## src/rtl/spi_cmd_arbiter.sv

```systemverilog
// Purpose: round-robin arbiter sharing one SPI master between 4 register-write requesters.
// Latency: grant -> m_start in 1 cycle; done 1 cycle after master busy falls (or after timeout).
// Backpressure: requesters hold req_valid until a req_ready pulse; one transaction in flight at a time.
module spi_cmd_arbiter #(
  parameter int TIMEOUT_CYC = 1023
) (
  input  logic        clk,
  input  logic        rst,
  input  logic [3:0]  req_valid,
  input  logic [15:0] req_addr,
  input  logic [31:0] req_data,
  output logic [3:0]  req_ready,
  output logic [3:0]  done,
  output logic        m_start,
  output logic [15:0] m_data_in,
  input  logic        m_busy,
  output logic        arb_busy,
  output logic        err_flag,
  input  logic        err_clr
);

  localparam int CW = (TIMEOUT_CYC < 1) ? 1 : $clog2(TIMEOUT_CYC + 1);

  typedef enum logic [2:0] {
    IDLE    = 3'd0,
    START   = 3'd1,
    WAIT_HI = 3'd2,
    WAIT_LO = 3'd3,
    DONE    = 3'd4
  } state_t;

  state_t        state;
  logic [1:0]    rr_ptr;
  logic [1:0]    gnt;
  logic [CW-1:0] wait_cnt;

  logic          gnt_found;
  logic [1:0]    gnt_idx;
  logic [1:0]    gnt_cand;
  logic          timeout;

  assign timeout = (wait_cnt == CW'(TIMEOUT_CYC));

  // Pick the first valid requester at or after rr_ptr, wrapping modulo 4.
  always_comb begin
    gnt_found = 1'b0;
    gnt_idx   = rr_ptr;
    gnt_cand  = rr_ptr;
    for (int i = 0; i < 4; i++) begin
      gnt_cand = rr_ptr + 2'(i);
      if (!gnt_found && req_valid[gnt_cand]) begin
        gnt_found = 1'b1;
        gnt_idx   = gnt_cand;
      end
    end
  end

  // Transaction FSM with registered pulses, frame capture, timeout and sticky error.
  always_ff @(posedge clk or posedge rst) begin
    if (rst) begin
      state     <= IDLE;
      rr_ptr    <= 2'd0;
      gnt       <= 2'd0;
      wait_cnt  <= '0;
      m_start   <= 1'b0;
      m_data_in <= 16'h0000;
      req_ready <= 4'b0000;
      done      <= 4'b0000;
      arb_busy  <= 1'b0;
      err_flag  <= 1'b0;
    end else begin
      m_start   <= 1'b0;
      req_ready <= 4'b0000;
      done      <= 4'b0000;
      // Clear first so a timeout later in this block overrides it (set wins).
      if (err_clr) err_flag <= 1'b0;
      case (state)
        IDLE: begin
          if (gnt_found) begin
            gnt       <= gnt_idx;
            m_data_in <= {req_addr[gnt_idx*4 +: 4], 4'b0000, req_data[gnt_idx*8 +: 8]};
            m_start   <= 1'b1;
            req_ready <= 4'b0001 << gnt_idx;
            arb_busy  <= 1'b1;
            state     <= START;
          end
        end
        START: begin
          wait_cnt <= '0;
          state    <= WAIT_HI;
        end
        WAIT_HI: begin
          if (timeout) begin
            err_flag <= 1'b1;
            done     <= 4'b0001 << gnt;
            state    <= DONE;
          end else begin
            wait_cnt <= wait_cnt + CW'(1);
            if (m_busy) state <= WAIT_LO;
          end
        end
        WAIT_LO: begin
          if (timeout) begin
            err_flag <= 1'b1;
            done     <= 4'b0001 << gnt;
            state    <= DONE;
          end else if (!m_busy) begin
            done  <= 4'b0001 << gnt;
            state <= DONE;
          end else begin
            wait_cnt <= wait_cnt + CW'(1);
          end
        end
        DONE: begin
          rr_ptr   <= gnt + 2'd1;
          arb_busy <= 1'b0;
          state    <= IDLE;
        end
        default: begin
          arb_busy <= 1'b0;
          state    <= IDLE;
        end
      endcase
    end
  end

endmodule

```

## config.mk

```make
export PLATFORM = sky130hd
export DESIGN_NAME = spi_cmd_arbiter
export DESIGN_NICKNAME = d
export VERILOG_FILES = /design/src/rtl/spi_cmd_arbiter.sv
export SDC_FILE = /design/constraint.sdc
export NUM_CORES = 1
export LEC_CHECK = 0
export CAP_MARGIN = 20
export CELL_PAD_IN_SITES_DETAIL_PLACEMENT = 1
export CELL_PAD_IN_SITES_GLOBAL_PLACEMENT = 1
export CORE_MARGIN = 4
export CORE_UTILIZATION = 35
export DETAILED_ROUTE_END_ITERATION = 6
export PLACE_DENSITY_LB_ADDON = 0.1
export SYNTH_ARGS = -nofsm -noshare
export SYNTH_HDL_FRONTEND = slang
export SYNTH_SLANG_ARGS = --single-unit
```

## constraint.sdc

```tcl
create_clock -name clk -period 2.6 [get_ports clk]
set_input_delay 0.26 -clock clk [delete_from_list [all_inputs] [get_ports clk]]
set_output_delay 0.26 -clock clk [all_outputs]
set_load 0.02 [all_outputs]
```

==> impl_metrics.py <==
metrics = {
    "timing": {
        "finalClockSkew_ps": 8.69,
        "period_share": 0.777,
        "worstMarginPinSlew_ps": 519,
        "setup_violations": 0,
        "rsz0062_at_grt": "no",
        "layout_min_cycle_time_ps": 2020,
        "hold_slack_ps": 391,
        "tns_ps": 0,
        "finalHoldViolations": 0,
        "max_freq_mhz": 495,
        "max_slew_margin": 0.654,
        "drv_slew": 0,
    },
    "synthesis": {
        "synth_area_leader_cell": "dfrtp_1",
        "synth_seq_cells": 40,
        "synthTopCellsByArea": "dfrtp_1 48%, mux2i_1 11%, o221ai_1 5.0%",
        "synth_cell_types": 38,
        "synth_area_per_cell_um2": 10.2,
        "synthCells": 204,
        "ys_warn_count": 0,
        "synthesis.area_um2": 2090,
        "yosysTopAreaCellShare": 0.479,
        "synth-seq-area-share": 0.479,
    },
    "place": {
        "globalplace.congestion": 0.758,
        "port-buffer-count": 78,
        "dpl.hpwl_mm": 4.55,
    },
    "finish": {
        "final_cell_mix": "78 x clkdlybuf4s50_1, 40 x dfrtp_1, 25 x nand2_1",
        "antenna-diode-count": 0,
        "final_net_count": 345,
        "drive_above_1_share": 0.0702,
        "syn2layout_area_growth_pct": 44.9,
        "final_common_cell": "clkdlybuf4s50_1",
    },
    "floorplanning": {
        "std_cell_rows": 27,
        "io_pins": 83,
        "die_x_um": 85.3,
        "chipHeight_um": 85.3,
        "core_um2": 5640,
        "start_util": 0.370,
        "die-area_um2": 7270,
    },
    "clock_tree": {
        "cts_max_level": 2,
        "clkLatencyLatePin_ps": 300,
        "hold_buffers": 0,
        "clk_path_buf_depth": 2,
        "path_clk_slew_ps": 80,
        "clkSinkCount": 40,
        "post-cts-setup-buffers": 0,
        "post_cts_resized": 0,
        "root_buffer": "clkbuf_8",
        "cts_buffers": 5,
        "tritoncts": "yes",
    },
    "power_and_ir_drop": {
        "leakagePower_nw": 1.32,
        "power.density_nw_per_um2": 959,
        "vdd_drop_max_mv": 0.451,
    },
    "critical_path": {
        "arrival_ps": 2180,
        "rrSetupSlack_ps": 690,
        "critPathMaxFanout": 28,
        "cp-start-kind": "input pin",
        "critPathKind": "in -> reg",
        "path_cells": "clkdlybuf4s50_1 -> nor2b_2 -> a2111o_1 -> nand2_4 -> mux2i_1 -> o221ai_1",
        "slowest_delay_ps": 610,
        "r2r-end": "m_data_in[3]",
        "r2r_start": "rr_ptr[0]",
        "worstPathRequired_ps": 2760,
        "r2r_cells": 5,
        "cp_slowest_cell": "clkdlybuf4s50_1",
        "crit_path_end_kind": "register",
    },
    "routing": {
        "drt_drc_violations_left": 0,
        "dr.pass1.iters": 2,
        "num_vias": 1832,
        "ant_nets": 0,
        "via_per_inst": 5.13,
        "avgRoutedWirePerCell_um": 17.2,
        "drt-total-wl_mm": 6.13,
        "first_iter_violations": 71,
    },
    "grt": {
        "overflow": 0,
        "grt_max_degree": 41,
        "grt_pass1_wl_mm": 10.5,
        "antenna_found_initial": 0,
        "grt_pass1_vias": 1987,
        "track_usage": 0.179,
    },
    "run": {
        "maxCapViolCount": 0,
    },
    "outcome": {
        "status": "finished clean",
    },
    "hold_path": {
        "hold_path.class": "in -> async",
    },
}
-- synthesized netlist by cell type --
| master | number |
|---|---|
| nor2b_2 | 1 |
| and3_1 | 3 |
| a22oi_1 | 1 |
| buf_8 | 1 |
| ha_1 | 5 |
| or2_1 | 2 |
| o41ai_1 | 1 |
| nand2_1 | 25 |
| nor2_1 | 13 |
| clkbuf_1 | 3 |
| inv_1 | 10 |
| mux2i_1 | 24 |
| nand4_1 | 2 |
| o22ai_1 | 1 |
| buf_4 | 4 |
| a31oi_1 | 2 |
| nor2_2 | 1 |
| a21oi_1 | 5 |
| and2b_1 | 1 |
| o221ai_2 | 1 |
| dfrtp_1 | 40 |
| o21ai_0 | 19 |
| mux2_2 | 2 |
| buf_2 | 4 |
| buf_12 | 1 |
| and2_1 | 5 |
| nand2b_1 | 1 |
| a2111o_1 | 1 |
| conb_1 | 1 |
| o221ai_1 | 12 |
| o41ai_2 | 1 |
| o32a_1 | 1 |
| o31ai_1 | 2 |
| nor2b_1 | 3 |
| nor3_1 | 1 |
| or3_1 | 1 |
| nand3_1 | 2 |
| nand2_4 | 1 |
-- worst max path at each step --
stage	start	to
global route	req_valid[3]	m_data_in[6]
CTS	req_valid[3]	m_data_in[4]
floorplan	rr_ptr[0]	m_data_in[6]
detailed placement	req_valid[3]	m_data_in[2]
finish	req_valid[3]	m_data_in[3]
global placement	req_valid[3]	m_data_in[12]
-- cell type report --
| type | instances | area (um^2) |
|---|---|---|
| inverters | 10 | 37.5 |
| clock inverters | 3 | 46.3 |
| flip-flops and latches | 40 | 1000 |
| well taps | 72 | 90.1 |
| repair buffers | 83 | 818 |
| multi-input cells | 144 | 966 |
| clock buffers | 5 | 68.8 |
| fillers | 635 | 2610 |
-- sequential cells by signal (all words and copies together) (netlist names) --
signal / cells
m_data_in: 12
wait_cnt: 10
done: 4
req_ready: 4
state: 3
gnt: 2
rr_ptr: 2
arb_busy: 1
err_flag: 1
m_start: 1
-- metrics by stage --
stage	setup slack, ps	utilization	total power, mW	std cells	cell area [um^2]
after global placement	306	0.516	2.36	349	2910
after CTS	579	0.537	2.95	357	3030
final	580	0.537	2.90	357	3030
after detailed placement	258	0.516	2.40	349	2910
after floorplan	890	-	1.86	207	2100
after global routing	433	0.537	3.13	357	3030
-- per-layer routing --
| metal | up-vias | share of wire | track usage |
|---|---|---|---|
| met5 | - | 0 | 0 |
| met4 | 0 | 0.012 | 0.0460 |
| met3 | 6 | 0.037 | 0.0369 |
| met2 | 42 | 0.53 | 0.309 |
| met1 | 910 | 0.42 | 0.226 |
| li1 | 874 | - | - |
-- logic make-up after synthesis --
kind of cell / Yosys count / synth area share
other: 1 / 0.00179
buffers and inverters: 23 / 0.0641
multiplexers: 26 / 0.126
flip-flops: 40 / 0.479
AO/OA/AOI/OAI: 47 / 0.157
AND/OR/NAND/NOR: 62 / 0.143
adder cells (fa/ha/maj): 5 / 0.0299
-- critical path: cells and delay by family --
kind,cells,cell delay (ps)
AO/OA/AOI/OAI,2,600
buffers and inverters,1,610
multiplexers,1,260
AND/OR/NAND/NOR,2,450
-- where the power goes --
part           internal, mW  switching [mW]
Combinational         0.650           0.772
Sequential            0.818           0.135
Clock                 0.289           0.241
Total                  1.76            1.15
Note: power is estimated with default switching activity, not from simulation.
